**config.mk**
```make
export PLATFORM = sky130hd
export DESIGN_NAME = muldiv_unit
export DESIGN_NICKNAME = d
export VERILOG_FILES = /design/src/rtl/muldiv_unit.sv
export SDC_FILE = /design/constraint.sdc
export NUM_CORES = 1
export LEC_CHECK = 0
export CAP_MARGIN = 25
export CORE_MARGIN = 2
export CORE_UTILIZATION = 46
export CTS_CLUSTER_DIAMETER = 60
export DETAILED_ROUTE_END_ITERATION = 6
export PLACE_DENSITY = 0.71
export SLEW_MARGIN = 20
export SYNTH_ARGS = -nofsm -noshare
export SYNTH_HDL_FRONTEND = slang
export SYNTH_SLANG_ARGS = --single-unit
export TNS_END_PERCENT = 30
```
**constraint.sdc**
```tcl
create_clock -name clk -period 5.05 [get_ports clk]
set_input_delay 0.505 -clock clk [delete_from_list [all_inputs] [get_ports clk]]
set_output_delay 0.505 -clock clk [all_outputs]
set_load 0.01 [all_outputs]
```
**src/rtl/muldiv_unit.sv**
```systemverilog
// muldiv_unit: multi-cycle MIPS multiply/divide unit owning the HI/LO registers.
// Shift-add multiply (LSB first) and restoring divide (MSB first), one bit per cycle, then a sign fix-up.
module muldiv_unit #(
    parameter int WIDTH = 32
) (
    input  logic             clk,
    input  logic             reset,
    input  logic             start,
    input  logic [1:0]       op,
    input  logic [WIDTH-1:0] srca,
    input  logic [WIDTH-1:0] srcb,
    input  logic             mthi,
    input  logic             mtlo,
    output logic             busy,
    output logic [WIDTH-1:0] hi,
    output logic [WIDTH-1:0] lo
);
    localparam int CW = $clog2(WIDTH + 1);
    typedef enum logic [1:0] {IDLE, RUN, FIX} state_t;
    state_t             state;
    logic               is_div, neg_q, neg_r;
    logic [WIDTH-1:0]   a, b;
    logic [2*WIDTH-1:0] acc;
    logic [CW-1:0]      cnt;
    logic               sgn, sa, sb;
    logic [WIDTH-1:0]   mag_a, mag_b;
    logic [WIDTH:0]     msum, shifted, diff;
    always_comb begin
        sgn     = ~op[0];
        sa      = sgn & srca[WIDTH-1];
        sb      = sgn & srcb[WIDTH-1];
        mag_a   = sa ? -srca : srca;
        mag_b   = sb ? -srcb : srcb;
        msum    = {1'b0, acc[2*WIDTH-1:WIDTH]} + {1'b0, a & {WIDTH{b[0]}}};
        shifted = {acc[WIDTH-1:0], a[WIDTH-1]};
        diff    = shifted - {1'b0, b};
    end
    // Multiply: a = multiplicand, b = multiplier shifting right, acc = product.
    // Divide:   a = dividend shifting left into quotient, b = divisor, acc[WIDTH-1:0] = remainder.
    always_ff @(posedge clk or negedge reset) begin
        if (!reset) begin
            state  <= IDLE;
            busy   <= 1'b0;
            hi     <= '0;
            lo     <= '0;
            a      <= '0;
            b      <= '0;
            acc    <= '0;
            cnt    <= '0;
            is_div <= 1'b0;
            neg_q  <= 1'b0;
            neg_r  <= 1'b0;
        end else begin
            case (state)
                IDLE: begin
                    if (start) begin
                        a      <= mag_a;
                        b      <= mag_b;
                        acc    <= '0;
                        cnt    <= CW'(WIDTH);
                        is_div <= op[1];
                        neg_q  <= sa ^ sb;
                        neg_r  <= sa;
                        busy   <= 1'b1;
                        state  <= RUN;
                    end else begin
                        if (mthi) hi <= srca;
                        if (mtlo) lo <= srca;
                    end
                end
                RUN: begin
                    cnt <= cnt - CW'(1);
                    if (cnt == CW'(1)) state <= FIX;
                    if (is_div) begin
                        a                <= {a[WIDTH-2:0], ~diff[WIDTH]};
                        acc[WIDTH-1:0]   <= diff[WIDTH] ? shifted[WIDTH-1:0] : diff[WIDTH-1:0];
                    end else begin
                        acc <= {msum, acc[WIDTH-1:1]};
                        b   <= b >> 1;
                    end
                end
                FIX: begin
                    if (is_div) begin
                        lo <= neg_q ? -a : a;
                        hi <= neg_r ? -acc[WIDTH-1:0] : acc[WIDTH-1:0];
                    end else begin
                        {hi, lo} <= neg_q ? -acc : acc;
                    end
                    busy  <= 1'b0;
                    state <= IDLE;
                end
                default: state <= IDLE;
            endcase
        end
    end
endmodule

```
==> results.cfg, run 1 <==
[outcome]
status = finished, final reports clean

[clock_network]
tritoncts = done
cts_buffer_depth = 3
clkTransAtPathRegs_ns = 0.06
clock_latency_ns = 0.55
root_buffer = clkbuf_16
cts_buffers = 28
post_cts_resized = 0
postCtsHoldBufs = 0
cts.sinks = 204
htree_levels = 1
post_cts_buffers = 0

[grt]
grt-busiest-layer = met2
grtUsageMet2_pct = 46.7
grt_first_pass_wirelength_um = 88600
track_usage_pct = 29.3
grtUsageMet1_pct = 41.2
grt_max_degree = 105
antenna_found_initial = 2
grt_pass1_vias = 15600
grtUsageMet3_pct = 3.93
grt_overflow = 0

[sta]
max_slew_margin_pct = 31.9
period_share_pct = 82.4
fmax_ghz = 0.240
layout_setup_ws_ns = 0.888
fin_hold_ws_ns = 0.0447
worstMarginPinSlew_ns = 1.02
grt_setup_unrepaired = false
drv_slew = 0
setup_viol = 0
finalHoldViolCount = 0
tns_ns = 0
layout_min_cycle_time_ns = 4.16
skew_ns = 0.0125

[placed_design]
placedCellCount = 2583
io_buffers = 135
place_hpwl_um = 41100
dp_slack_ns = 0.964
routabilityCongestion = 0.938

[floorplanning]
die_w_um = 194
die_y_um = 194
dieArea_mm2 = 0.0376
ioPinCount = 136
rows = 69
coreArea_mm2 = 0.0356
initial_core_util_pct = 46.6

[yosys]
synthCells = 2103
synth_ff_type = dfrtp_1
synth_edf_count = 0
synth_seq_cells = 204
synth.top_cell.area_share_pct = 30.8
yosysTopAreaCell = dfrtp_1
synth_cell_types = 69
synth_area_per_cell_um2 = 7.89
ys_warn_count = 0
synth_seq_area_share_pct = 30.8
synth_area_mm2 = 0.0166
synthArstFlopShare_pct = 100
synth.area.top_cells = dfrtp_1, o21ai_0, xor2_1, nand2_1, a21oi_1
synthesis.nets = 2247

[min_path]
hold_path.class = in -> async

[cells_and_area]
drive_gt1_share_pct = 5.88
layout.cells.non_filler = 2637
nFillCells = 3359
nets = 2298
diodes = 0
area_growth_pct = 16.6

[critical_path]
timing.rr.end = acc[27]
timing.rr.start = a[31]
critical_path_arrival_ns = 4.56
cp.required_ns = 5.45
start_kind = flop
cp_top_family = compound AO/OA/AOI/OAI gates
cp_max_fo = 12
rrSetupSlack_ns = 0.89
crit_cells = 13
crit_slowest_cell = a311oi_4
worstSetupPathType = reg -> reg
cpPeakStageDelay_ns = 0.72
path_cells = inv_1 > ha_1 > fa_1 > nand2b_1 > a21oi_1 > o21a_1 > a211oi_1 > o21ai_0 > a311oi_1 > a311oi_4 > buf_4 > mux2i_1 > a31oi_1
reg2reg_depth = 13
crit_buf_inv = 2
endpoint_kind = flop

[routing]
vias = 16500
drc = 0
drt-initial-drc-count = 1799
ant_nets = 0
dr.pass1.iters = 5
drt-vias-per-instance = 6.26
wl_per_cell_um = 21.4
drt-total-wl_um = 56500

[power]
ir_worst_vdd_uv = 492
pwr_density_cell_mw_per_mm2 = 710
power_leakage_nw = 8.00
power_mw = 13.7

[run]
maxCapViolCount = 0
==> synthesized netlist by cell type (3+ instances only) <==
library cell    n
xor2_1        121
o21ai_0       251
clkbuf_1      141
a21oi_1       180
dfrtp_1       204
inv_1          55
nor2_1        148
o21bai_1        5
buf_1           9
mux2_2          5
a221oi_1       14
a31o_2          5
o211ai_1       16
ha_1           71
nand3b_1        5
xnor2_1       101
o31ai_1        47
nand2_1       254
nor2b_1        15
a222oi_1        5
nor3_1         23
o21a_1         15
or4_1          17
and2_1         36
o311ai_0        4
a21o_1         27
nand2b_1       22
o221ai_1       14
or4_4           4
a211oi_1       21
a31oi_1        10
nand3_1        25
o22ai_1        10
or2_2          10
a311oi_1        3
nor4_1         13
a22oi_1        43
or3_1          38
a211o_1         3
nand4_1        10
o41ai_1        12
and3_1         20
mux2i_1        35
==> cell usage in the layout, fill, tap and decap left out, types with 43 or more instances in the layout <==
| cell type | n |
|---|---|
| a21oi_1 | 180 |
| a22oi_1 | 43 |
| clkdlybuf4s50_1 | 134 |
| dfrtp_1 | 202 |
| ha_1 | 71 |
| inv_1 | 55 |
| nand2_1 | 254 |
| nor2_1 | 144 |
| o21ai_0 | 251 |
| o31ai_1 | 47 |
| xnor2_1 | 101 |
| xor2_1 | 121 |
==> state kept, by name, summed over array words and instances (netlist names) <==
register  cells
a            32
acc          64
b            32
busy          1
cnt           6
hi           32
is_div        1
lo           32
neg_q         1
neg_r         1
state         2
==> worst max-delay path by stage <==
stage / startpoint / to / slack [ns]
floorplan: b[0] / acc[4] / 1.41
CTS: a[31] / acc[27] / 0.94
detailed placement: a[31] / acc[27] / 0.96
global route: a[31] / acc[27] / 0.63
global placement: a[31] / acc[27] / 1.02
finish: a[31] / acc[27] / 0.89
==> through the flow <==
step / utilization, % / cell area (um^2)
after floorplan: - / 16600
after global placement: 51.4 / 18300
after detailed placement: 51.6 / 18300
after CTS: 54.3 / 19300
after global routing: 54.4 / 19400
final: 54.4 / 19400
==> metal layers <==
layer | routed length, um | share of wire, % | vias up
met2 | 25500 | 45 | 759
met1 | 24500 | 43 | 7954
met4 | 1850 | 3.3 | 0
met3 | 4690 | 8.3 | 125
met5 | 0 | 0 | -
li1 | - | - | 7662
==> kinds of logic after synthesis <==
group           Yosys count  share of synthesized area (%)
flops                   204                           30.8
simple gates            652                           18.6
fa+ha+maj                73                           5.60
mux                      41                           2.59
compound gates          706                           26.1
buf+inv                 205                           4.64
xor+xnor                222                           11.7
==> final cells by class <==
cell class	instances	area, um^2	area share [%]
Clock buffer	37	806	4.16
Clock inverter	15	175	0.905
Inverter	55	206	1.07
Multi-Input combinational cell	1694	10800	55.7
Sequential cell	204	5110	26.4
Tap cell	461	577	2.98
Timing Repair Buffer	171	1710	8.81
==> power breakdown <==
part	switching, mW	internal, mW
clock	0.821	1.28
combinational	4.74	3.44
sequential	1.09	2.37
total	6.65	7.09
Note: power is estimated with default switching activity, not from simulation.
==> run 2: changes to the inputs <==
--- a/config.mk
+++ b/config.mk
@@ -10,7 +10,7 @@
 export CORE_UTILIZATION = 46
 export CTS_CLUSTER_DIAMETER = 60
 export DETAILED_ROUTE_END_ITERATION = 6
-export PLACE_DENSITY = 0.71
+export PLACE_DENSITY = 0.73
 export SLEW_MARGIN = 20
 export SYNTH_ARGS = -nofsm -noshare
 export SYNTH_HDL_FRONTEND = slang
==> constraint.sdc (replaced) <==
create_clock -name clk -period 3.6 [get_ports clk]
set_input_delay 0.36 -clock clk [delete_from_list [all_inputs] [get_ports clk]]
set_output_delay 0.36 -clock clk [all_outputs]
set_load 0.01 [all_outputs]
==> results.cfg, run 2 (synthesis results as in run 1) <==
[critical_path]
path_cells = or3_1 > or4_4 > or4_4 > or4_4 > or3_4 > or3_4 > o31ai_4 > xor2_1 > o221ai_1
crit_slowest_cell = or4_4
rrSetupSlack_ns = -0.02
crit_top_cell = or4_4
crit_buf_inv = 0
cp-startpoint = acc[45]
cp.required_ns = 4.01
cpPeakStageDelay_ns = 0.54
cp_max_fo = 5
critical_path_arrival_ns = 4.03
timing.rr.start = acc[45]
timing.rr.end = hi[31]
start_kind = flop
worstSetupPathType = reg -> reg
cp_top_family = simple AND/OR/NAND/NOR gates
endpoint_kind = flop
reg2reg_depth = 9

[min_path]
hold-path-endpoint = is_div
hold-path-cell-count = 3
min-delay-start = op[1]
hold_path.class = in -> reg

[power]
ir_worst_vdd_uv = 526
combPwrFrac_pct = 61.5
intPower_mw = 10.4
power_leakage_nw = 8.44
clkPwrFrac_pct = 15.6
pwr_density_cell_mw_per_mm2 = 993
power_frac_seq_pct = 23.0
p_sw_mw = 9.49
swShare_pct = 47.7

[cells_and_area]
regMostFlops = acc
layout.cells.non_filler = 2724
area_growth_pct = 20.7
drive_gt1_share_pct = 9.73
largest_reg_flops = 64
nets = 2382
layout_common_cells = nand2_1, o21ai_0, dfrtp_1, a21oi_1, nor2_1
fin_util_pct = 56.3
final_common_cell = nand2_1
nFillCells = 3254

[routing]
ant_nets = 0
drc = 0
drt-initial-drc-count = 1907
dr.pass1.iters = 6
wl_per_cell_um = 21.1
drt-total-wl_um = 57400
drt-vias-per-instance = 6.19
vias = 16800

[clock_network]
post_cts_buffers = 0
cts_buffers = 30
htree_levels = 1
tritoncts = done
clkTransAtPathRegs_ns = 0.06
root_buffer = clkbuf_16
clock_latency_ns = 0.57
cts.sinks = 204
cts_buffer_depth = 3

[sta]
skew_ns = 0.0234
period_share_pct = 100
layout_setup_ws_ns = -0.0163
setup_viol = 1
layout_min_cycle_time_ns = 3.62
worstMarginPinSlew_ns = 1.00
drv_slew = 0
fmax_ghz = 0.277
finalHoldViolCount = 0
grt_setup_unrepaired = true
max_slew_margin_pct = 33.4

[floorplanning]
dieArea_mm2 = 0.0376
die_w_um = 194
coreArea_mm2 = 0.0356
ioPinCount = 136
initial_core_util_pct = 46.6
die_y_um = 194
rows = 69

[run]
maxCapViolCount = 0

[grt]
antenna_found_initial = 2
grt_max_degree = 93
track_usage_pct = 29.8
grt_pass1_vias = 16100
grt_first_pass_wirelength_um = 90300
grt_overflow = 0

[placed_design]
io_buffers = 135
placedCellCount = 2666
routabilityCongestion = 0.948
place_hpwl_um = 41600

[outcome]
status = finished with violations
violations = negative setup slack
run 2: how the worst max path moves through the flow:
stage               cells past startpoint      to  slack [ns]
global route                            9  hi[31]       -0.11
floorplan                              13  acc[4]       -0.03
CTS                                     9  hi[31]      -0.004
global placement                        9  hi[31]        0.04
finish                                  9  hi[31]       -0.02
detailed placement                      9  hi[31]        0.04
run 2: metal layers:
layer	part of all wire [%]	up-vias	wire (um)	track usage (%)
li1	-	7808	-	-
met1	41	8004	23400	39.4
met2	45	863	25700	47.4
met3	9.9	171	5710	6.49
met4	4.5	2	2580	12.1
met5	0.014	-	8	0
run 2: power groups by stage:
| stage | registers, mW | clock network [mW] | logic (mW) |
|---|---|---|---|
| after floorplan | 4.18 | 0 | 8.07 |
| after global placement | 4.52 | 0 | 11.7 |
| after detailed placement | 4.55 | 0 | 11.9 |
| after CTS | 4.52 | 3.12 | 12.0 |
| after global routing | 4.68 | 3.22 | 13.4 |
| final | 4.57 | 3.10 | 12.2 |
run 2: per-stage QoR:
step	setup WS [ns]	setup TNS (ns)	total power [mW]	instance area, um^2	hold slack [ns]
floorplan	-0.0338	-0.334	12.3	16600	0.0644
global placement	0.0383	0	16.2	18900	0.463
detailed placement	0.0386	0	16.5	18900	0.464
CTS	-0.00432	-0.00432	19.7	20000	0.361
global route	-0.109	-0.128	21.3	20000	0.377
finish	-0.0163	-0.0163	19.9	20000	0.357
run 2: layout make-up:
cell class,count,area [um^2],share of cell area [%]
Multi-Input combinational cell,1694,10800,53.9
Sequential cell,204,5110,25.5
Timing Repair Buffer,253,2290,11.4
Clock buffer,35,790,3.94
Tap cell,461,577,2.88
Clock inverter,21,255,1.27
Inverter,55,206,1.03
Antenna cell,1,2.50,0.0125
run 2: repair_timing:
| action | 4_1_cts | 5_1_grt |
|---|---|---|
| hold endpoints to repair | 87 | 0 |
| endpoints found under the setup margin | 1 | 43 |
| resized for setup | 0 | 12 |
| pin swaps | 1 | 1 |
| hold buffers | 1 | 0 |
| cloned | 0 | 0 |
run 2: tightest hold or removal path: stages:
cell and delay [ns]:
clkdlybuf4s50_1 0.42, nand2_1 0.06, nand2_1 0.04
==> run 3: changes to the inputs <==
--- a/config.mk
+++ b/config.mk
@@ -10,7 +10,7 @@
 export CORE_UTILIZATION = 46
 export CTS_CLUSTER_DIAMETER = 60
 export DETAILED_ROUTE_END_ITERATION = 6
-export PLACE_DENSITY = 0.73
+export PLACE_DENSITY = 0.71
 export SLEW_MARGIN = 20
 export SYNTH_ARGS = -nofsm -noshare
 export SYNTH_HDL_FRONTEND = slang
==> constraint.sdc (replaced) <==
create_clock -name clk -period 3.9 [get_ports clk]
set_input_delay 0.39 -clock clk [delete_from_list [all_inputs] [get_ports clk]]
set_output_delay 0.39 -clock clk [all_outputs]
set_load 0.01 [all_outputs]
==> results.cfg, run 3 (synthesis results as in run 1) <==
[routing]
dr_wl_met3_um = 5250
vias = 16500
drt-total-wl_um = 57500
drc = 0
met1Wirelength_um = 24400
drt-initial-drc-count = 1698
wl_per_cell_um = 21.5
drt-vias-per-instance = 6.18
ant_nets = 0
dr.pass1.iters = 6
met2_length_um = 25700
top_layer_used = met4

[cells_and_area]
fin_util_pct = 55.0
final_common_cell = nand2_1
drive_gt1_share_pct = 7.37
nets = 2335
area_growth_pct = 17.9
regMostFlops = acc
layout_common_cells = nand2_1, o21ai_0, dfrtp_1, a21oi_1, nor2_1
diodes = 0
largest_reg_flops = 64

[sta]
finalHoldViolCount = 0
layout_min_cycle_time_ns = 3.74
grt_setup_unrepaired = false
drv_slew = 0
period_share_pct = 95.9
tns_ns = 0
setup_viol = 0
worstMarginPinSlew_ns = 1.09
skew_ns = 0.0244
fmax_ghz = 0.268
max_slew_margin_pct = 27.2

[grt]
antenna_found_initial = 1
grt_max_degree = 99
grt_overflow = 0
grt_pass1_vias = 15800
grt_first_pass_wirelength_um = 90600
track_usage_pct = 30.0

[floorplanning]
dieArea_mm2 = 0.0376
die_w_um = 194
rows = 69
ioPinCount = 136
die_y_um = 194
initial_core_util_pct = 46.6
coreArea_mm2 = 0.0356

[critical_path]
path_cells = or4_4 > or4_4 > or4_4 > or4_4 > or3_4 > or3_4 > o31ai_4 > xor2_1 > o221ai_1
crit_top_cell = or4_4
endpoint_kind = flop
cp_top_family = simple AND/OR/NAND/NOR gates
critical_path_arrival_ns = 4.15
cp.required_ns = 4.32
worstSetupPathType = reg -> reg
cp_max_fo = 7
start_kind = flop
crit_buf_inv = 0
cpPeakStageDelay_ns = 0.54
crit_slowest_cell = or4_4

[clock_network]
htree_levels = 1
cts.sinks = 204
clkTransAtPathRegs_ns = 0.06
root_buffer = clkbuf_16
cts_buffers = 28
tritoncts = done
clock_latency_ns = 0.57
cts_buffer_depth = 3

[run]
maxCapViolCount = 0

[placed_design]
io_buffers = 135
routabilityCongestion = 0.919
place_hpwl_um = 42100

[power]
ir_worst_vdd_uv = 503
power_leakage_nw = 8.18
pwr_density_cell_mw_per_mm2 = 913

[outcome]
status = finished, final reports clean

[min_path]
hold_path.class = in -> reg
## run 3: final timing paths
check	startpoint	end	slack (ns)	cells after the start
max reg2reg	acc[46]	hi[31]	0.16	9
min	op[1]	is_div	0.39	3
max	acc[46]	hi[31]	0.16	9
max in group asynchronous	reset	acc[20]	2.53	3
min reg2reg	lo[11]	lo[11]	0.48	2
min in group asynchronous	reset	lo[17]	0.46	2
## run 3: metal layers
metal  vias up  GRT usage, %
met3       125          5.10
li1       7733             -
met4         0          10.4
met1      7880          41.8
met2       788          47.3
met5         -             0
## run 3: timing repair
item                                   4_1_cts  5_1_grt
setup buffers                                0        0
setup endpoints to repair                    0       13
endpoints found under the hold margin       74        0
hold buffers                                 1        0
gates resized for setup                      0        2
## run 3: through the flow
step                      total power, mW  setup WS, ns  cell area (um^2)  hold WS [ns]  std cells
after floorplan                      11.3         0.263             16600        0.0944       2103
after global placement               14.7         0.268             18600         0.461       2620
after detailed placement             14.9         0.199             18600         0.470       2621
after CTS                            17.7         0.119             19600         0.376       2674
after global routing                 19.2       0.00466             19600         0.397       2674
final                                17.9         0.162             19600         0.386       2674
## run 3: power breakdown
group | internal (mW) | leakage (nW) | switching (mW)
logic | 4.53 | 5.14 | 6.30
clock network | 1.65 | 0.483 | 1.07
registers | 3.08 | 2.55 | 1.26
total | 9.25 | 8.18 | 8.62
## run 3: cell type report
class                   count  area, um^2
clock buffers              34         753
clock inverters            18         219
fillers                  3362       16000
inverters                  55         206
multi-input cells        1694       10800
flip-flops and latches    204        5110
well taps                 461         577
repair buffers            208        1930
## run 3: worst reg2reg max path, delay by kind of cell, from the launching register on
kind            cells  cell delay, ns
compound gates      2            0.30
simple gates        6            2.66
flops               1            0.46
xor+xnor            1            0.19
==> RTL edit, RTL diff (settings of run 2) <==
The parameter `WIDTH` goes from 32 to 16.
--- a/src/rtl/muldiv_unit.sv
+++ b/src/rtl/muldiv_unit.sv
@@ -1,7 +1,7 @@
 // muldiv_unit: multi-cycle MIPS multiply/divide unit owning the HI/LO registers.
 // Shift-add multiply (LSB first) and restoring divide (MSB first), one bit per cycle, then a sign fix-up.
 module muldiv_unit #(
-    parameter int WIDTH = 32
+    parameter int WIDTH = 16
 ) (
     input  logic             clk,
     input  logic             reset,
Interface: changed (resized hi, lo, srca and srcb); port bits go from 136 to 72. No check against the original RTL was run, so the function may have changed too.
==> RTL edit against run 2 <==
The run ends with DRC left. Worst setup slack improved by 0.50 ns. Hold slack got worse by 0.27 ns. Total power decreased by 57%. Cell area decreased by 52%. Global-route usage decreased by 3.5 points. Critical path depth increased by 1. Area after synthesis decreased by 49%. Combinational power decreased by 59%. Routed wire length decreased by 56%. First-iteration DRC count decreased by 57%. Via count decreased by 52%. Sequential cell count decreased by 97. Critical endpoint is now acc[12]$_DFFE_PN0P_. Highest routed layer is now met4.
==> RTL edit: results (changes against run 2) <==
stage;metric;value;unit;change
logic_synthesis;syn_avg_cell_area;8.055;µm²;+2.1%
power_and_ir_drop;p_leak;4.001;nW;-53%
global_routing;grt_max_degree;61;;-34%
sta;fin_hold_ws;0.08798;ns;-0.2689 ns
run_status;status;finished with violations;;
final_layout;final_nets;1161;;-51%
cts;clockBufferDepth;2;;-1
placed_design;placed_cell_area;9320;µm²;-51%
route;drcViolationCount;7;;+7
logic_synthesis;synth_compound_gate_area_share;26.35;%;+0.30 points
final_layout;fill_cells;1657;;-49%
logic_synthesis;synth_xor_xnor_area_share;9.970;%;-1.7 points
logic_synthesis;synth.mux.area_fraction;1.588;%;-1.0 points
placed_design;io_buffers;71;;-47%
placed_design;gp_congestion;0.9747;;+2.9%
cts;cts_resized;0;;unchanged
cts;clk_latency;0.36;ns;-0.21 ns
logic_synthesis;synthAdderAreaFrac;6.261;%;+0.67 points
sta;fin_skew;0.008302;ns;-0.01515 ns
power_and_ir_drop;p_clk;1.03;mW;-67%
final_layout;regMostFlops;acc;;
logic_synthesis;synth_commonest_cells;141 x nand2_1, 107 x dfrtp_1, 100 x o21ai_0, 86 x a21oi_1, 77 x nor2_1;;
power_and_ir_drop;powerComb;5.05;mW;-59%
sta;setup_slack;0.4866;ns;+0.5029 ns
power_and_ir_drop;netSwitchingPower;4.090;mW;-57%
cts;post_cts_buffers;0;;unchanged
route;wl_per_cell;19.23;µm;-8.8%
final_layout;antenna_cells;0;;-1
route;dr.pass1.iters;7;;+1
power_and_ir_drop;peakVddDrop;0.4511;mV;-14%
logic_synthesis;synth_nets;1127;;-50%
global_routing;gr-usage-all-layers;26.31;%;-3.5 points
setup_path;cp_max_fo;9;;+4
global_routing;antenna_found_initial;0;;-2
hold_path;min_path_type;in -> async;;
cts;htree_levels;3;;+2
global_routing;grt_pass1_vias;7504;;-53%
route;vias;8047;;-52%
final_layout;drive_gt1_share;5.166;%;-4.6 points
logic_synthesis;ys.warnings.count;0;;unchanged
route;via_per_inst;6.129;;-0.91%
placed_design;hpwl;18.91;mm;-55%
cts;cts_buffers;9;;-70%
power_and_ir_drop;pwr-share-clk;12.1;%;-3.5 points
final_layout;largest_register_ffs;32;;-50%
logic_synthesis;async_reset_ff_share;100.0;%;unchanged
sta;slew-limit-headroom;39.09;%;+5.7 points
logic_synthesis;synth.distinct_cells;63;;-8.7%
placed_design;dp.cells;1298;;-51%
route;drt_iter0_markers;825;;-57%
run_status;violations;DRC;;
global_routing;grt_pass1_wl;41.04;mm;-55%
logic_synthesis;yosys-top-cells-area;dfrtp_1 32%, nand2_1 6.3%, o21ai_0 5.9%;;
placed_design;pre_cts_ws;0.5669;ns;+0.5282 ns
logic_synthesis;yosysSeqAreaShare;31.75;%;+0.98 points
setup_path;cp_data_arrival_time;3.38;ns;-0.65 ns
-- RTL edit: layout make-up --
class / count / area, µm² / share of cell area (%)
clock buffers: 12 / 266.5 / 2.768
clock inverters: 2 / 35.03 / 0.3638
inverters: 38 / 142.6 / 1.481
multi-input cells: 833 / 5343 / 55.48
flip-flops and latches: 107 / 2678 / 27.81
well taps: 229 / 286.5 / 2.976
repair buffers: 92 / 878.3 / 9.122
-- RTL edit: layer usage --
| layer | wire (µm) | GRT usage [%] | vias to the layer above |
|---|---|---|---|
| li1 | - | - | 3833 |
| met5 | 0 | 0 | - |
| met3 | 2218 | 4.336 | 51 |
| met2 | 11260 | 40.53 | 369 |
| met4 | 683 | 8.666 | 0 |
| met1 | 11080 | 37.76 | 3794 |
-- RTL edit: critical path, stage by stage, from the launching register on --
cell,delay [ns]
dfrtp_1,0.54
inv_1,0.14
ha_1,0.26
fa_1,0.41
nand2b_1,0.19
a21o_1,0.21
a31oi_1,0.19
nor3_1,0.12
xnor2_1,0.32
nand3_1,0.34
o21ai_0,0.30
-- RTL edit: worst paths after layout --
kind | to | depth (start not counted) | startpoint
max in group asynchronous | hi[5]$_DFFE_PN0P_ | 2 | reset
worst min-delay path | b[10]$_DFFE_PN0P_ | 1 | reset
min in group clk | lo[11]$_DFFE_PN0P_ | 2 | lo[11]$_DFFE_PN0P_
worst min register to register | lo[11]$_DFFE_PN0P_ | 2 | lo[11]$_DFFE_PN0P_
worst max register to register | acc[12]$_DFFE_PN0P_ | 10 | a[15]$_DFFE_PN0P_
worst max-delay path | acc[12]$_DFFE_PN0P_ | 10 | a[15]$_DFFE_PN0P_
